===== src/rtl/topk_pkg.sv =====
// Shared types and helpers for the top-K tracker.
// TOPK_SLOT_T(W) builds the {occ, val} slot record for a given sample width.
`ifndef TOPK_SLOT_T
`define TOPK_SLOT_T(W) struct packed { logic occ; logic [(W)-1:0] val; }
`endif

package topk_pkg;
  localparam int TOPK_MAX_K = 16;
  localparam int TOPK_MAX_W = 64;

  typedef enum logic [1:0] {SEL_KEEP, SEL_INS, SEL_SHF, SEL_CLR} sel_e;

  // Operands arrive MSB-aligned in TOPK_MAX_W bits, so one comparator serves
  // every sample width in either signedness.
  function automatic logic topk_gt(input logic [TOPK_MAX_W-1:0] a,
                                   input logic [TOPK_MAX_W-1:0] b,
                                   input logic signed_mode);
    if (signed_mode) return $signed(a) > $signed(b);
    return a > b;
  endfunction
endpackage


===== src/rtl/topk_tracker_if.sv =====
// Sample/readback bundle for topk_tracker; dup_hit exists only with TOPK_DEDUP_EN.
interface topk_tracker_if #(
  parameter int DATA_WIDTH = 32,
  parameter int K          = 4,
  parameter int CNT_WIDTH  = 16
);
  localparam int IDX_W = $clog2(K);

  logic                  din_valid;
  logic [DATA_WIDTH-1:0] din;
  logic                  clear;
  logic [IDX_W-1:0]      rd_idx;
  logic [DATA_WIDTH-1:0] rd_data;
  logic                  rd_hit;
  logic [DATA_WIDTH-1:0] dout;
  logic                  dout_valid;
  logic [CNT_WIDTH-1:0]  sample_cnt;

`ifdef TOPK_DEDUP_EN
  logic                  dup_hit;
  modport master (output din_valid, din, clear, rd_idx,
                  input  rd_data, rd_hit, dout, dout_valid, sample_cnt, dup_hit);
  modport slave  (input  din_valid, din, clear, rd_idx,
                  output rd_data, rd_hit, dout, dout_valid, sample_cnt, dup_hit);
`else
  modport master (output din_valid, din, clear, rd_idx,
                  input  rd_data, rd_hit, dout, dout_valid, sample_cnt);
  modport slave  (input  din_valid, din, clear, rd_idx,
                  output rd_data, rd_hit, dout, dout_valid, sample_cnt);
`endif
endinterface


===== src/rtl/topk_slot.sv =====
// One rank cell: keeps, takes din, takes the upper neighbour, or empties.
module topk_slot
  import topk_pkg::*;
#(
  parameter int DATA_WIDTH = 32
) (
  input  logic                  clk,
  input  logic                  resetn,
  input  sel_e                  sel,
  input  logic [DATA_WIDTH-1:0] din,
  input  logic [DATA_WIDTH-1:0] up_val,
  input  logic                  up_occ,
  output logic                  occ,
  output logic [DATA_WIDTH-1:0] val
);
  // Empty cells always hold zero, so a shifted-down empty slot stays clean.
  always_ff @(posedge clk) begin
    if (!resetn) begin
      occ <= 1'b0;
      val <= '0;
    end else begin
      unique case (sel)
        SEL_INS: begin occ <= 1'b1;   val <= din;    end
        SEL_SHF: begin occ <= up_occ; val <= up_val; end
        SEL_CLR: begin occ <= 1'b0;   val <= '0;     end
        default: ;
      endcase
    end
  end
endmodule


===== src/rtl/topk_tracker.sv =====
// Streaming top-K tracker: sorted table of the K largest samples, rank readback.
// Define TOPK_DEDUP_EN to reject samples already present and expose dup_hit.
module topk_tracker
  import topk_pkg::*;
#(
  parameter int DATA_WIDTH = 32,
  parameter int K          = 4,
  parameter int CNT_WIDTH  = 16,
  parameter int SIGNED     = 0
) (
  input logic           clk,
  input logic           resetn,
  topk_tracker_if.slave bus
);
  localparam int IDX_W = $clog2(K);
`ifdef TOPK_DEDUP_EN
  localparam bit DEDUP = 1'b1;
`else
  localparam bit DEDUP = 1'b0;
`endif

  typedef `TOPK_SLOT_T(DATA_WIDTH) slot_t;

  slot_t [K-1:0]         tbl;
  logic  [K-1:0]         gt;
  logic  [K-1:0]         gt_up;
  logic                  dup;
  logic                  ins_ok;
  sel_e  [K-1:0]         sel;
  logic [CNT_WIDTH-1:0]  cnt_q;
  logic [DATA_WIDTH-1:0] rd_data_q;
  logic                  rd_hit_q;

  function automatic logic [TOPK_MAX_W-1:0] align(input logic [DATA_WIDTH-1:0] v);
    return TOPK_MAX_W'(v) << (TOPK_MAX_W - DATA_WIDTH);
  endfunction

  // gt is a thermometer code (0s over larger/equal entries, then 1s), because
  // the table is sorted and occupancy is contiguous; its first 1 is the insert slot.
  always_comb begin
    dup = 1'b0;
    gt  = '0;
    for (int i = 0; i < K; i++) begin
      gt[i] = !tbl[i].occ || topk_gt(align(bus.din), align(tbl[i].val), SIGNED != 0);
      if (tbl[i].occ && tbl[i].val == bus.din) dup = 1'b1;
    end
  end

  assign gt_up  = {gt[K-2:0], 1'b0};
  assign ins_ok = bus.din_valid && !(DEDUP && dup);

  always_comb begin
    sel = '0;
    for (int i = 0; i < K; i++) begin
      sel[i] = SEL_KEEP;
      if (bus.clear)
        sel[i] = (i == 0 && bus.din_valid) ? SEL_INS : SEL_CLR;
      else if (ins_ok) begin
        if (gt_up[i])   sel[i] = SEL_SHF;
        else if (gt[i]) sel[i] = SEL_INS;
      end
    end
  end

  for (genvar g = 0; g < K; g++) begin : g_slot
    logic [DATA_WIDTH-1:0] up_val;
    logic                  up_occ;
    if (g == 0) begin : g_top
      assign up_val = '0;
      assign up_occ = 1'b0;
    end else begin : g_mid
      assign up_val = tbl[g-1].val;
      assign up_occ = tbl[g-1].occ;
    end
    topk_slot #(.DATA_WIDTH(DATA_WIDTH)) u_slot (
      .clk    (clk),
      .resetn (resetn),
      .sel    (sel[g]),
      .din    (bus.din),
      .up_val (up_val),
      .up_occ (up_occ),
      .occ    (tbl[g].occ),
      .val    (tbl[g].val)
    );
  end

  // Readback samples the table as it stood before this edge's update.
  always_ff @(posedge clk) begin
    if (!resetn) begin
      cnt_q     <= '0;
      rd_data_q <= '0;
      rd_hit_q  <= 1'b0;
    end else begin
      if (bus.clear)
        cnt_q <= CNT_WIDTH'(bus.din_valid);
      else if (bus.din_valid && cnt_q != '1)
        cnt_q <= cnt_q + 1'b1;
      rd_data_q <= '0;
      rd_hit_q  <= 1'b0;
      for (int i = 0; i < K; i++) begin
        if (bus.rd_idx == IDX_W'(i) && tbl[i].occ) begin
          rd_data_q <= tbl[i].val;
          rd_hit_q  <= 1'b1;
        end
      end
    end
  end

`ifdef TOPK_DEDUP_EN
  logic dup_q;
  always_ff @(posedge clk) begin
    if (!resetn) dup_q <= 1'b0;
    else         dup_q <= bus.din_valid && !bus.clear && dup;
  end
  assign bus.dup_hit = dup_q;
`endif

  assign bus.rd_data    = rd_data_q;
  assign bus.rd_hit     = rd_hit_q;
  assign bus.sample_cnt = cnt_q;
  assign bus.dout       = tbl[K-1].occ ? tbl[K-1].val : '0;
  assign bus.dout_valid = tbl[K-1].occ;
endmodule

===== src/flat_wrapper.sv =====
// flat-port wrapper written by rule: the top's interface ports become plain ports
module topk_tracker_flat import topk_pkg::*;
#(
  parameter int DATA_WIDTH = 32,
  parameter int K          = 4,
  parameter int CNT_WIDTH  = 16,
  parameter int SIGNED     = 0
)
  (clk, resetn, bus_din_valid, bus_din, bus_clear, bus_rd_idx, bus_rd_data, bus_rd_hit, bus_dout, bus_dout_valid, bus_sample_cnt);
  topk_tracker_if #(.DATA_WIDTH(DATA_WIDTH), .K(K), .CNT_WIDTH(CNT_WIDTH)) bus_i ();
  input logic clk;
  input logic resetn;
  input wire logic [$bits(bus_i.din_valid)-1:0] bus_din_valid;
  input wire logic [$bits(bus_i.din)-1:0] bus_din;
  input wire logic [$bits(bus_i.clear)-1:0] bus_clear;
  input wire logic [$bits(bus_i.rd_idx)-1:0] bus_rd_idx;
  output wire logic [$bits(bus_i.rd_data)-1:0] bus_rd_data;
  output wire logic [$bits(bus_i.rd_hit)-1:0] bus_rd_hit;
  output wire logic [$bits(bus_i.dout)-1:0] bus_dout;
  output wire logic [$bits(bus_i.dout_valid)-1:0] bus_dout_valid;
  output wire logic [$bits(bus_i.sample_cnt)-1:0] bus_sample_cnt;
  assign bus_i.din_valid = bus_din_valid;
  assign bus_i.din = bus_din;
  assign bus_i.clear = bus_clear;
  assign bus_i.rd_idx = bus_rd_idx;
  assign bus_rd_data = bus_i.rd_data;
  assign bus_rd_hit = bus_i.rd_hit;
  assign bus_dout = bus_i.dout;
  assign bus_dout_valid = bus_i.dout_valid;
  assign bus_sample_cnt = bus_i.sample_cnt;
  topk_tracker #(.DATA_WIDTH(DATA_WIDTH), .K(K), .CNT_WIDTH(CNT_WIDTH), .SIGNED(SIGNED)) u_core (.clk(clk), .resetn(resetn), .bus(bus_i));
endmodule

===== config.mk =====
export PLATFORM = sky130hd
export DESIGN_NAME = topk_tracker_flat
export DESIGN_NICKNAME = d
export VERILOG_FILES = /design/src/rtl/topk_pkg.sv /design/src/rtl/topk_tracker_if.sv /design/src/rtl/topk_slot.sv /design/src/rtl/topk_tracker.sv /design/src/flat_wrapper.sv
export SDC_FILE = /design/constraint.sdc
export NUM_CORES = 1
export LEC_CHECK = 0
export CORE_MARGIN = 2
export CORE_UTILIZATION = 40
export DETAILED_ROUTE_END_ITERATION = 10
export HOLD_SLACK_MARGIN = 0.1
export PLACE_DENSITY = 0.7
export SLEW_MARGIN = 40
export SYNTH_ARGS = -nofsm -noshare
export SYNTH_HDL_FRONTEND = slang
export SYNTH_SLANG_ARGS = --single-unit

===== constraint.sdc =====
create_clock -name clk -period 9.4 [get_ports clk]
set_input_delay 2.82 -clock clk [delete_from_list [all_inputs] [get_ports clk]]
set_output_delay 2.82 -clock clk [all_outputs]
set_load 0.05 [all_outputs]

# Yosys cells after proc, flatten, opt, wreduce, memory -nomap -nowiden
# Index checks and enable logic that the tools add are counted.
dict set report word_totals {
  reg_bits 181
  latch_bits 0
  mem_bits_rw 0
  romBits 0
  inputBits 38
  out_inout_bits 82
  wordCells 90
  mem_count 0
}
dict set report op_classes {
  n_addsub 1
  multipliers 0
  n_div 0
  order_cmp 4
  n_eq_ne 16
  shifts 0
  muxes 35
  bitwise 1
  reduce_logical 21
}
# operator count
set ops {}
lappend ops {{one-hot mux 32 bit (3 select lines)} 3}
lappend ops {{> comparator 64 bit} 4}
lappend ops {{two-way mux 32 bit} 5}
lappend ops {{one-hot mux 32 bit (2 select lines)} 1}
lappend ops {{two-way mux 2 bit} 11}
lappend ops {{== test 2 bit (second input constant)} 10}
lappend ops {{adder 16 x 1 -> 16 bit (second input constant)} 1}
lappend ops {{!= test 16 bit (second input constant)} 1}
lappend ops {{two-way mux 1 bit} 11}
lappend ops {{== test 2 x 1 -> 1 bit (second input constant)} 5}
lappend ops {{one-hot mux 1 bit (3 select lines)} 3}
lappend ops {{nonzero test 3 bit} 3}
lappend ops {{logical AND 1 bit} 5}
lappend ops {{zero test 1 bit} 4}
lappend ops {{logical OR 1 bit} 4}
lappend ops {{nonzero test 2 bit} 2}
lappend ops {{OR reduction 2 bit} 2}
lappend ops {{zero test 2 bit} 1}
lappend ops {{one-hot mux 1 bit (2 select lines)} 1}
lappend ops {{inverter 1 bit} 1}

# Longest topological paths before layout
# Gate-level depths: netlist of the first run.
dict set report depth {
  depth_word 8
  mapped_depth 12
  ltp_nobuf 9
}

# Modules after synthesis
# Synthesis of the first run repeated with hierarchy kept, for this count alone.
dict set report unflattened {
  cells_unflattened 1481
  hier_area_um2 12687.2
}
# mod n_inst cells_each area_per_inst_um2 seq_area_each_um2
set modules_own_cells {}
lappend modules_own_cells {topk_slot 4 181 1725.4 660.6}
lappend modules_own_cells {topk_tracker 1 757 5785.5 980.9}

# Worst setup path before layout of the first run
# OpenSTA, ideal clock, no wires.
dict set report synth_timing {
  path_kind {input-to-reg}
  start {input bus_din[31]}
  end {register u_core.g_slot[1].u_slot.val[10]}
  setup_ps 117
  arrival_time_ps 4945
  required_time_ps 9283
  setup_slack_ps 4338
  cell_stages 9
  path_buffers 2
  path_cell_list {ha_1 > nand4_2 > nor4_4 > nand3_2 > a211o_1 > buf_2 > o31a_4 > buf_6 > a32o_1}
}
dict set report synth_via {
  elab_chain_cells 8
  elab_cells_between_ends 13
  classes_between {order compare (2); eq/ne (3); mux (5); reduce/logical (3)}
}
# item line_no
set synth_lines {}
lappend synth_lines {{from (decl)} flat_wrapper.sv:14} ;# input wire logic [$bits(bus_i.din)-1:0] bus_din;
lappend synth_lines {{> comparator 64 bit} topk_pkg.sv:19} ;# return a > b;
lappend synth_lines {{logical OR 1 bit} topk_tracker.sv:44} ;# gt[i] = !tbl[i].occ || topk_gt(align(bus.din), align(tbl[i].val), SIGNED != 0);
lappend synth_lines {{two-way mux 1 bit} topk_tracker.sv:60} ;# else if (gt[i]) sel[i] = SEL_INS;
lappend synth_lines {{two-way mux 2 bit *} topk_tracker.sv:59} ;# if (gt_up[i]) sel[i] = SEL_SHF;
lappend synth_lines {{two-way mux 2 bit *} topk_tracker.sv:58} ;# else if (ins_ok) begin
lappend synth_lines {{two-way mux 2 bit *} topk_tracker.sv:56} ;# if (bus.clear)
lappend synth_lines {{== test 2 bit / == test 2 x 1 -> 1 bit (equally long branches)} topk_slot.sv:22} ;# unique case (sel)
lappend synth_lines {{one-hot mux 32 bit (3 select lines) / nonzero test 3 bit (equally long branches)} -}
lappend synth_lines {{to (signal assigned)} topk_slot.sv:24} ;# SEL_SHF: begin occ <= up_occ; val <= up_val; end
lappend synth_lines {{to (decl)} topk_slot.sv:14} ;# output logic [DATA_WIDTH-1:0] val
# Every way passes the cells marked *; elsewhere a longest branch is shown, timed or not.
# A chain may end at the register's enable or synchronous reset.

# Final worst setup path of the first run
dict set report layout_timing {
  start {input bus_din[14]}
  end {register u_core.g_slot[1].u_slot.val[15]}
}
# The elaborated chain is that of the path after synthesis.

==> results of run 1 <==
-- cells by family (layout without fill, tap and decap cells) --
group,count (synthesis),after routing,synth area share (%)
multiplexers,37,37,2.82
other,0,1,0
AND/OR/NAND/NOR,424,424,15.1
AO/OA/AOI/OAI,577,577,32.7
buffers and inverters,283,322,8.79
flip-flops,181,181,27.6
adder cells (fa/ha/maj),129,129,12.3
XOR/XNOR,11,11,0.733
-- worst reg2reg max path, stage by stage (launching register included) --
cell	delay, ns
dfxtp_1	0.39
inv_1	0.12
ha_1	0.29
nand4_1	0.22
nor4_4	0.45
a21boi_1	0.44
o31a_1	0.31
a211o_1	0.73
buf_4	0.41
o31a_4	0.49
a32o_1	0.22
-- cells in the final DEF (no fill, tap or decap), types with 4 or more instances in the layout --
cell type	count
nand3_1	114
buf_4	26
a31oi_1	33
ha_1	129
mux2i_1	37
a21o_1	4
o31ai_1	30
xnor2_1	10
o211ai_1	34
inv_6	5
nand4_1	22
a32o_1	32
nor2b_1	4
o21a_1	6
clkbuf_16	17
clkdlybuf4s50_1	117
o32ai_1	32
nor3_1	7
nor4_1	8
o41ai_1	33
o32ai_2	29
nand2_1	102
a21oi_1	156
or3_1	5
o31a_1	33
a22oi_1	62
and4_1	4
o21ai_0	53
a21boi_0	4
nor2_1	133
inv_1	139
dfxtp_1	180
-- power by group through the flow --
stage	sequential [mW]	combinational (mW)	clock, mW
floorplan	0.833	0.277	0
global placement	0.837	0.398	0
detailed placement	0.837	0.416	0
CTS	0.819	0.418	0.804
global route	0.823	0.466	0.837
finish	0.821	0.429	0.799
-- flip-flops by register name (all words and copies together), names as in the netlist --
| signal | flops |
|---|---|
| u_core.g_slot.u_slot.val | 128 |
| u_core.bus.rd_hit | 1 |
| u_core.g_slot.u_slot.occ | 4 |
| u_core.bus.sample_cnt | 16 |
| u_core.bus.rd_data | 32 |
-- area by class of cell --
class / instances / area share [%]
multi-input combinational: 1178 / 55.6
timing repair buffer: 148 / 9.35
antenna: 1 / 0.0164
tap: 442 / 3.63
inverter: 142 / 3.51
clock inverter: 15 / 1.37
clock buffer: 17 / 2.79
sequential: 181 / 23.8
-- metal layers --
metal / global-route usage (%) / vias to the layer above / wire, µm
li1: - / 6210 / -
met1: 35.0 / 6527 / 19100
met2: 43.0 / 835 / 21500
met3: 4.97 / 140 / 4400
met4: 13.9 / 0 / 1920
met5: 0 / - / 0
-- cells in the mapped netlist, types with 3 or more instances --
master / instances
nand2b_1: 3
ha_1: 129
buf_2: 15
a22oi_1: 62
nor2b_1: 4
o21ai_0: 53
or3_1: 5
mux2i_1: 37
a211oi_1: 3
a21oi_1: 157
xnor2_1: 10
inv_1: 142
o41ai_1: 33
dfxtp_1: 181
a211o_1: 3
buf_4: 6
o31a_1: 35
clkbuf_1: 108
nor3_1: 8
a21o_1: 4
nand4_2: 3
buf_6: 7
nor4_1: 9
a21boi_0: 4
o211ai_1: 34
nand3_1: 114
o31ai_1: 31
nor4_4: 3
a32o_1: 32
o32ai_2: 29
o21a_1: 6
nand4_1: 22
a31oi_1: 33
nor2_1: 137
buf_1: 5
and4_1: 4
o32ai_1: 32
nand2_1: 102
-- metrics by stage --
step | setup slack, ns | util [%] | hold slack (ns) | power [mW]
floorplan | 4.34 | - | 0.474 | 1.11
global placement | 2.42 | 44.8 | 0.488 | 1.24
detailed placement | 2.30 | 45.0 | 0.513 | 1.25
CTS | 2.76 | 47.0 | 0.529 | 2.04
global route | 2.54 | 47.0 | 0.563 | 2.13
finish | 2.63 | 47.0 | 0.531 | 2.05
-- worst paths after layout --
kind / start / slack, ns / to / cells past startpoint
max: bus_din[14] / 2.63 / u_core.g_slot[1].u_slot.val[15] / 10
max reg2reg: u_core.g_slot[0].u_slot.val[8] / 5.26 / u_core.g_slot[1].u_slot.val[15] / 10
min: u_core.bus.sample_cnt[15] / 0.53 / u_core.bus.sample_cnt[15] / 2
min reg2reg: u_core.bus.sample_cnt[15] / 0.53 / u_core.bus.sample_cnt[15] / 2
==> metrics.md, run 1 <==
| Metric | Value |
|---|---|
| Status | `completed` |
| Slowest-stage cell, CP | `a211o_1` |
| Site row count | `66` |
| H-tree depth | `4` |
| Critical path endpoint category | `flop` |
| Postcts setup bufs | `0` |
| Area delta synth->final | `16.0%` |
| Peak fanout along the critical path | `32` |
| P_leak | `around 5.1 nW` |
| Core region area | `~32000 µm²` |
| Final Wtd Congestion | `approximately 0.95` |
| Final Hold Vio Count | `0` |
| Area occupied by multi-input gates | `8470 µm²` |
| Pwr Density | `approximately 130 nW/µm²` |
| Syn Area/Cell | `~8.0 µm²` |
| Crit share post-route | `72.1%` |
| Cells after Synth | `between 1.5k and 2k` |
| Port bufs | `119` |
| Async SR Flop Fraction | `0%` |
| Worst-path clk slew | `about 0.07 ns` |
| Register area | `3620 µm²` |
| I/O pin cnt | `120` |
| Total CTS buffers | `17` |
| Die height | `about 190 µm` |
| MaxCap Viol Count | `0` |
| Final slew viol count | `0` |
| Non-filler cells, final | `2124` |
| Fin crit period | `between 6 and 7 ns` |
| Nets | `about 1.8k` |
| Hpwl dp | `between 30000 and 40000 µm` |
| Crit-path max cell delay | `about 0.73 ns` |
| First-pass GRT wire length | `73000 µm` |
| WP data arrival | `7.16 ns` |
| Post-synthesis cell type count | `64` |
| Relative slew slack | `between 40% and 50%` |
| Drt pass-1 iters | `9` |
| Skew-Pair Late Insertion Delay | `between 0.4 and 0.5 ns` |
| Vias in the first global route | `around 13k` |
| Reg power frac | `40.1%` |
| Die W | `185 µm` |
| WL/cell | `approximately 22 µm` |
| Peak VDD IR | `roughly 120 µV` |
| Sw frac | `between 30% and 40%` |
| Antenna violations before repair | `1` |
| Worst Path Class, Setup | `in -> reg` |
| Area of the mapped netlist | `between 10000 and 15000 µm²` |
| CTS Sinks | `approximately 180` |
| Clock Path Buffers | `2` |
| Root buf cell | `clkbuf_16` |
| Post-CTS resize count | `0` |
| Via count | `about 14k` |
| Fmax | `between 0.1 and 0.15 GHz` |
| Area leader, netlist | `dfxtp_1` |
| Synth area leaders | `dfxtp_1 (28%), ha_1 (12%), a21oi_1 (6.0%)` |
| Post-synth top area share | `between 20% and 30%` |
| Worst slew pin tran | `0.892 ns` |
| Sequential area share after synthesis | `approximately 28%` |
| Post-synth EDFFs | `0` |
| DR vias/cell | `between 6 and 7` |
| Layout cells sized above 1 | `about 7.4%` |
| Seq cells post-synth | `between 150 and 200` |
| P_int | `around 1.4 mW` |
| Crit path cell chain | `clkdlybuf4s50_1 -> ha_1 -> nand4_1 -> nor4_4 -> a21boi_1 -> o31a_1 -> a211o_1 -> buf_4 -> o31a_4 -> a32o_1` |
| Most used DFF post-synth | `dfxtp_1` |
| Design area | `between 15000 and 20000 µm²` |
| CTS tree | `built` |
| # hold bufs at CTS | `0` |
| Family with the most delay on the worst path | `compound AO/OA/AOI/OAI gates` |
| Sw Pwr | `about 0.68 mW` |
| GRT Total Usage | `a little over a quarter` |
| Die area | `around 34000 µm²` |
| Largest net degree at the start of global routing | `between 70 and 80` |
| Detail Route Antenna Nets | `0` |
| RSZ-0062 raised after global routing | `false` |
| Initial detailed-routing violation count | `approximately 1.7k` |
| Area after DPL | `14600 µm²` |
| CP required | `roughly 9.8 ns` |
| CP Buf/Inv Count | `2` |
| Setup crit start kind | `input pin` |
| Final setup viols | `0` |
| Mapped Nets | `between 1.5k and 2k` |
| Routed wire length | `46900 µm` |
| Cells after DPL | `around 2.1k` |
| DRC | `0` |
| Skew final | `0.0163 ns` |
| Clock power frac | `between 30% and 40%` |
| FILL cells | `3040` |
| Syn. warnings | `0` |
| Worst hold-check path type | `reg -> reg` |
| Fin Setup TNS | `0 ns` |
| Initial Utilization | `between 40% and 50%` |
| Remaining Overflow, GRT | `0` |
| Logic pwr share | `21.0%` |
(Power assumes the default switching activity.)
==> run 2: changes to the inputs <==
==> constraint.sdc (replaced) <==
create_clock -name clk -period 6.7 [get_ports clk]
set_input_delay 2.01 -clock clk [delete_from_list [all_inputs] [get_ports clk]]
set_output_delay 2.01 -clock clk [all_outputs]
set_load 0.05 [all_outputs]
==> run 2 against run 1 <==
Effect of this change:
- die area unchanged
- sequential share of layout area down 0.076 points
- critical path depth down 1
- worst hold slack worse by 0.031 ns
- cell count up 0.75%
- clock skew up 0.0073 ns
- setup slack worse by 1.5 ns
==> metrics.md, run 2 (synthesis results as in run 1) <==
| Metric | Value |
|---|---|
| Status | `completed` |
| Worst Path Class, Setup | `in -> reg` |
| Most flops, register | `u_core.g_slot.u_slot.val` |
| WL/cell | `22.2 µm (+0.53%)` |
| Clock Path Buffers | `2 (unchanged)` |
| I/O pin cnt | `120 (unchanged)` |
| Die W | `185 µm (unchanged)` |
| Site row count | `66 (unchanged)` |
| DR vias/cell | `6.42 (-0.56%)` |
| Source of the worst hold timing path | `u_core.bus.sample_cnt[15]` |
| Peak fanout along the critical path | `32 (unchanged)` |
| Routed wire length | `47500 µm (+1.3%)` |
| Sw Pwr | `0.933 mW (+38%)` |
| Hold EP | `u_core.bus.sample_cnt[15]` |
| Pwr Density | `182 nW/µm² (+36%)` |
| CP required | `7.08 ns (-2.71 ns)` |
| Remaining Overflow, GRT | `0 (unchanged)` |
| Peak VDD IR | `165 µV (+38%)` |
| Fin Setup TNS | `0 ns (unchanged)` |
| Worst reg-to-reg path cell count | `9 (-1)` |
| Worst-path clk slew | `0.07 ns (about the same)` |
| Fmax | `roughly 0.18 GHz` |
| RSZ-0062 raised after global routing | `false` |
| Final Wtd Congestion | `0.921 (-3.1%)` |
| Post-CTS resize count | `0 (unchanged)` |
| Die height | `185 µm (unchanged)` |
| Critical path endpoint category | `flop` |
| Postcts setup bufs | `0 (unchanged)` |
| GRT Total Usage | `27.7% (+0.60 points)` |
| Core region area | `32500 µm² (unchanged)` |
| Worst reg2reg path startpoint | `u_core.g_slot[1].u_slot.val[14]` |
| # hold bufs at CTS | `0 (unchanged)` |
| P_int | `1.85 mW (+35%)` |
| Die area | `34300 µm² (unchanged)` |
| CTS Sinks | `181 (unchanged)` |
| Total CTS buffers | `17 (unchanged)` |
| Worst slew pin tran | `0.969 ns (+0.0761 ns)` |
| Layout cells sized above 1 | `8.19% (+0.75 points)` |
| Logic pwr share | `21.9% (+0.9 points)` |
| Fin crit period | `around 5.6 ns` |
| Initial detailed-routing violation count | `1609 (-7.6%)` |
| CTS tree | `built` |
| Skew-Pair Late Insertion Delay | `0.46 ns (about the same)` |
| Hpwl dp | `31000 µm (+2.1%)` |
| Pre-CTS setup slack | `0.812 ns (-1.49 ns)` |
| Commonest non-fill, non-tap cells in the layout | `dfxtp_1 (180), a21oi_1 (156), inv_1 (139)` |
| Reg2reg setup slack | `3.04 ns (-2.22 ns)` |
| Final slew viol count | `0 (unchanged)` |
| Crit share post-route | `82.8%` |
| First-pass GRT wire length | `74400 µm (+1.9%)` |
| Reg power frac | `41.3% (+1.2 points)` |
| H-tree depth | `4 (unchanged)` |
| Nets | `1852 (+0.93%)` |
| Reg2reg end | `u_core.g_slot[1].u_slot.val[12]` |
| Largest net degree at the start of global routing | `88 (+19%)` |
| Initial Utilization | `40.5% (unchanged)` |
| Vias in the first global route | `13.1k (+0.092%)` |
| Area delta synth->final | `16.3%` |
| Power Total | `2.79 mW (+36%)` |
| Relative slew slack | `35.4% (-5.1 points)` |
| MaxCap Viol Count | `0 (unchanged)` |
| Port bufs | `119 (unchanged)` |
| Skew final | `0.0237 ns (+0.00733 ns)` |
| DRC | `0 (unchanged)` |
| WP data arrival | `5.94 ns (-1.22 ns)` |
| Antenna violations before repair | `0 (-1)` |
| Sw frac | `33.5% (+0.39 points)` |
| P_leak | `5.10 nW (+1.0%)` |
| Core Util, Final | `47.1% (+0.15 points)` |
| Ant diodes | `0 (-1)` |
| Detail Route Antenna Nets | `0 (unchanged)` |
| Final Hold Vio Count | `0 (unchanged)` |
| Drt pass-1 iters | `5 (-4)` |
| WHS Path Cells | `2 (unchanged)` |
| Commonest non-fill, non-tap cell in the layout | `dfxtp_1` |
| Worst setup margin | `1.15 ns (-1.48 ns)` |
| Setup crit start kind | `input pin` |
| Via count | `13.7k (+0.19%)` |
| Max FFs per register | `128 (unchanged)` |
| Worst hold-check path type | `reg -> reg` |
| Final setup viols | `0 (unchanged)` |
| Root buf cell | `clkbuf_16` |
| Clock power frac | `36.8% (-2.2 points)` |
[run 2: critical path, cell delays in order]
cell and delay (ns):
clkdlybuf4s50_1 0.65, ha_1 0.45, nand4_1 0.26, nor4_4 0.53, a21boi_1 0.50, o31a_1 0.28
a211o_1 0.48, o31a_4 0.55, a32o_1 0.19
[run 2: worst max path at each step]
| stage | slack, ns | from | cells past startpoint | end |
|---|---|---|---|---|
| final | 1.15 | bus_din[14] | 9 | u_core.g_slot[1].u_slot.val[12] |
| after CTS | 1.25 | bus_din[14] | 9 | u_core.g_slot[1].u_slot.val[26] |
| after detailed placement | 0.81 | bus_din[14] | 9 | u_core.g_slot[1].u_slot.val[26] |
| after global routing | 0.98 | bus_din[15] | 9 | u_core.g_slot[1].u_slot.val[26] |
| after floorplan | 2.45 | bus_din[31] | 9 | u_core.g_slot[1].u_slot.val[10] |
| after global placement | 0.83 | bus_din[11] | 9 | u_core.g_slot[3].u_slot.val[1] |
[run 2: power by group through the flow]
| stage | Combinational [mW] | Sequential, mW | Clock, mW |
|---|---|---|---|
| after CTS | 0.594 | 1.15 | 1.04 |
| after global placement | 0.571 | 1.17 | 0 |
| after global routing | 0.665 | 1.15 | 1.08 |
| after detailed placement | 0.590 | 1.17 | 0 |
| after floorplan | 0.388 | 1.17 | 0 |
| final | 0.610 | 1.15 | 1.03 |
[run 2: area by class of cell]
class	instances	area [µm²]
inverter	142	538
tap	442	553
timing repair buffer	165	1560
fill	3079	17200
clock inverter	12	123
sequential	181	3620
clock buffer	20	447
multi-input combinational	1178	8450
[run 2: metrics by stage]
step	std cells	hold WS [ns]	instance area, µm²
2_1_floorplan	1642	0.474	13100
6_report	2140	0.499	15300
5_1_grt	2140	0.545	15300
3_5_place_dp	2108	0.492	14700
3_3_place_gp	2106	0.488	14700
4_1_cts	2140	0.502	15300
[run 2: per-layer routing]
layer  vias up  GRT usage, %  wire [µm]
li1       6239             -          -
met1      6562          35.8      19500
met2       794          44.2      21500
met3       143          5.74       4570
met4         0          12.4       1880
met5         -             0          0
==> run 3: changes to the inputs <==
--- a/config.mk
+++ b/config.mk
@@ -9,7 +9,7 @@
 export CORE_UTILIZATION = 40
 export DETAILED_ROUTE_END_ITERATION = 10
 export HOLD_SLACK_MARGIN = 0.1
-export PLACE_DENSITY = 0.7
+export PLACE_DENSITY = 0.72
 export SLEW_MARGIN = 40
 export SYNTH_ARGS = -nofsm -noshare
 export SYNTH_HDL_FRONTEND = slang
==> constraint.sdc (replaced) <==
create_clock -name clk -period 4.5 [get_ports clk]
set_input_delay 1.35 -clock clk [delete_from_list [all_inputs] [get_ports clk]]
set_output_delay 1.35 -clock clk [all_outputs]
set_load 0.05 [all_outputs]
==> run 3 against run 2 <==
Effect of this change:
- cell count rose by 3.1%
- clock-buffer cell count fell by 2
- utilization rose by 1.8 points
- critical path depth rose by 2
- first-iteration DRC count rose by 36%
- register-to-register slack got worse by 1.8 ns
- critical endpoint is now u_core.g_slot[2].u_slot.val[2]
- non-clock buffer count rose by 65
- sequential cell count did not move
- worst hold slack improved by 0.0057 ns
- combinational power rose by 59%
==> metrics.md, run 3 (synthesis results as in run 1) <==
| Metric | Value |
|---|---|
| CTS tree | `built` |
| Peak fanout along the critical path | `26 (-19%)` |
| Pre-CTS setup slack | `-0.0660 ns (-0.878 ns)` |
| Clock Path Buffers | `2 (unchanged)` |
| First-pass GRT wire length | `75100 µm (+1.0%)` |
| Skew final | `0.0242 ns (+0.000523 ns)` |
| Setup crit start kind | `input pin` |
| Status | `completed` |
| Fmax | `~0.24 GHz` |
| Peak VDD IR | `207 µV (+26%)` |
| Detail Route Antenna Nets | `0 (unchanged)` |
| Worst setup margin | `0.339 ns (-0.810 ns)` |
| Reg2reg end | `u_core.g_slot[3].u_slot.val[11]` |
| Worst reg-to-reg path cell count | `10 (+1)` |
| CTS Sinks | `181 (unchanged)` |
| Final Wtd Congestion | `0.944 (+2.6%)` |
| Crit share post-route | `a little over 90%` |
| Hold EP | `u_core.bus.sample_cnt[15]` |
| Via count | `14.2k (+3.1%)` |
| Skew-Pair Late Insertion Delay | `0.46 ns (about the same)` |
| Nets | `1917 (+3.5%)` |
| Worst hold-check path type | `reg -> reg` |
| Die area | `34300 µm² (unchanged)` |
| GRT Total Usage | `28.1% (+0.38 points)` |
| P_leak | `5.45 nW (+6.9%)` |
| Final Hold Vio Count | `0 (unchanged)` |
| Worst Path Class, Setup | `in -> reg` |
| Post-CTS resize count | `0 (unchanged)` |
| Hpwl dp | `33700 µm (+8.8%)` |
| # hold bufs at CTS | `0 (unchanged)` |
| RSZ-0062 raised after global routing | `false` |
| Non-filler cells, final | `2206 (+3.1%)` |
| Cells after DPL | `2173 (+3.1%)` |
| MaxCap Viol Count | `0 (unchanged)` |
| Antenna violations before repair | `1 (+1)` |
| Commonest non-fill, non-tap cell in the layout | `dfxtp_1` |
| WL/cell | `22.1 µm (-0.39%)` |
| Largest net degree at the start of global routing | `72 (-18%)` |
| Met3 global-route usage | `5.70% (-0.039 points)` |
| Layout cells sized above 1 | `11.6% (+3.4 points)` |
| Critical path endpoint category | `flop` |
| Reg2reg setup slack | `1.22 ns (-1.82 ns)` |
| DRC | `0 (unchanged)` |
| Worst reg2reg path startpoint | `u_core.g_slot[2].u_slot.val[30]` |
| GR Layer Usage met2 | `45.4% (+1.2 points)` |
| Pwr Density | `264 nW/µm² (+45%)` |
| Routed wire length | `48700 µm (+2.7%)` |
| Area delta synth->final | `20.8%` |
| Final setup viols | `0 (unchanged)` |
| Initial Utilization | `40.5% (unchanged)` |
| CP required | `4.87 ns (-2.21 ns)` |
| Commonest non-fill, non-tap cells in the layout | `dfxtp_1 (180), a21oi_1 (156), inv_1 (138)` |
| Power Total | `4.20 mW (+51%)` |
| Worst-path clk slew | `0.07 ns (about the same)` |
| Hold_ws | `0.505 ns (+0.00570 ns)` |
| Relative slew slack | `40.8% (+5.4 points)` |
| Source of the worst hold timing path | `u_core.bus.sample_cnt[15]` |
| Die W | `185 µm (unchanged)` |
| Port bufs | `119 (unchanged)` |
| Initial detailed-routing violation count | `2193 (+36%)` |
| WHS Path Cells | `2 (unchanged)` |
| Vias in the first global route | `13.6k (+4.1%)` |
| Fin crit period | `~4.2 ns` |
| Die height | `185 µm (unchanged)` |
| I/O pin cnt | `120 (unchanged)` |
| Most flops, register | `u_core.g_slot.u_slot.val` |
| DR vias/cell | `6.42 (about the same)` |
| Postcts setup bufs | `0 (unchanged)` |
| Root buf cell | `clkbuf_16` |
| Final slew viol count | `0 (unchanged)` |
| Core Util, Final | `48.9% (+1.8 points)` |
| M1 GR Usage | `35.5% (-0.38 points)` |
| Remaining Overflow, GRT | `0 (unchanged)` |
| Busiest grt layer | `met2` |
| Max FFs per register | `128 (unchanged)` |
| Drt pass-1 iters | `6 (+1)` |
| Total CTS buffers | `17 (unchanged)` |
| WP data arrival | `4.53 ns (-1.41 ns)` |
| Worst slew pin tran | `0.887 ns (-0.0812 ns)` |
| Site row count | `66 (unchanged)` |
| H-tree depth | `4 (unchanged)` |
| Core region area | `32500 µm² (unchanged)` |
-- run 3: changes by cell type in the layout (fill, tap and decap cells not counted), moves of 2 or more --
cell / previous run / this run
clkinv_2: 1 / 4
clkinv_4: 5 / 2
buf_8: 2 / 0
buf_4: 43 / 98
buf_12: 2 / 13
-- run 3: worst max-delay path by stage --
stage	slack [ns]	endpoint	cells past startpoint	startpoint
6_report	0.34	u_core.g_slot[2].u_slot.val[2]	11	bus_din[14]
5_1_grt	0.22	u_core.g_slot[2].u_slot.val[2]	11	bus_din[14]
4_1_cts	0.38	u_core.g_slot[1].u_slot.val[17]	9	bus_din[14]
3_3_place_gp	0.01	u_core.g_slot[1].u_slot.val[27]	10	bus_din[1]
3_5_place_dp	-0.07	u_core.g_slot[1].u_slot.val[17]	9	bus_din[14]
2_1_floorplan	0.91	u_core.g_slot[1].u_slot.val[10]	9	bus_din[31]
-- run 3: worst max-delay path, stage by stage --
cell,delay (ns)
clkdlybuf4s50_1,0.56
ha_1,0.40
nand4_1,0.17
nor4_1,0.47
a21boi_0,0.25
or4b_1,0.18
o211a_2,0.30
buf_4,0.36
buf_4,0.19
o211ai_1,0.08
a31oi_1,0.20
-- run 3: layout make-up --
| class | count | area (µm²) |
|---|---|---|
| Fill cell | 3080 | 16600 |
| Multi-Input combinational cell | 1178 | 8430 |
| Sequential cell | 181 | 3620 |
| Timing Repair Buffer | 230 | 2180 |
| Tap cell | 442 | 553 |
| Inverter | 142 | 536 |
| Clock buffer | 18 | 429 |
| Clock inverter | 14 | 128 |
| Antenna cell | 1 | 2.50 |
-- run 3: metal layers --
layer / vias to the layer above / share of wire, %
met5: - / 0
met4: 0 / 4.2
met1: 6735 / 40
li1: 6362 / -
met2: 914 / 46
met3: 158 / 9.9
-- run 3: through the flow --
step / TNS, ns / area [µm²]
after floorplan: 0 / 13100
final: 0 / 15900
after global placement: 0 / 15300
after global routing: 0 / 15900
after CTS: 0 / 15900
after detailed placement: -1.58 / 15300
-- run 3: where the power goes --
group	leakage (nW)	switching, mW	total (mW)	internal, mW
combinational	3.71	0.611	0.969	0.358
clock	0.269	0.742	1.51	0.770
sequential	1.47	0.0584	1.72	1.66
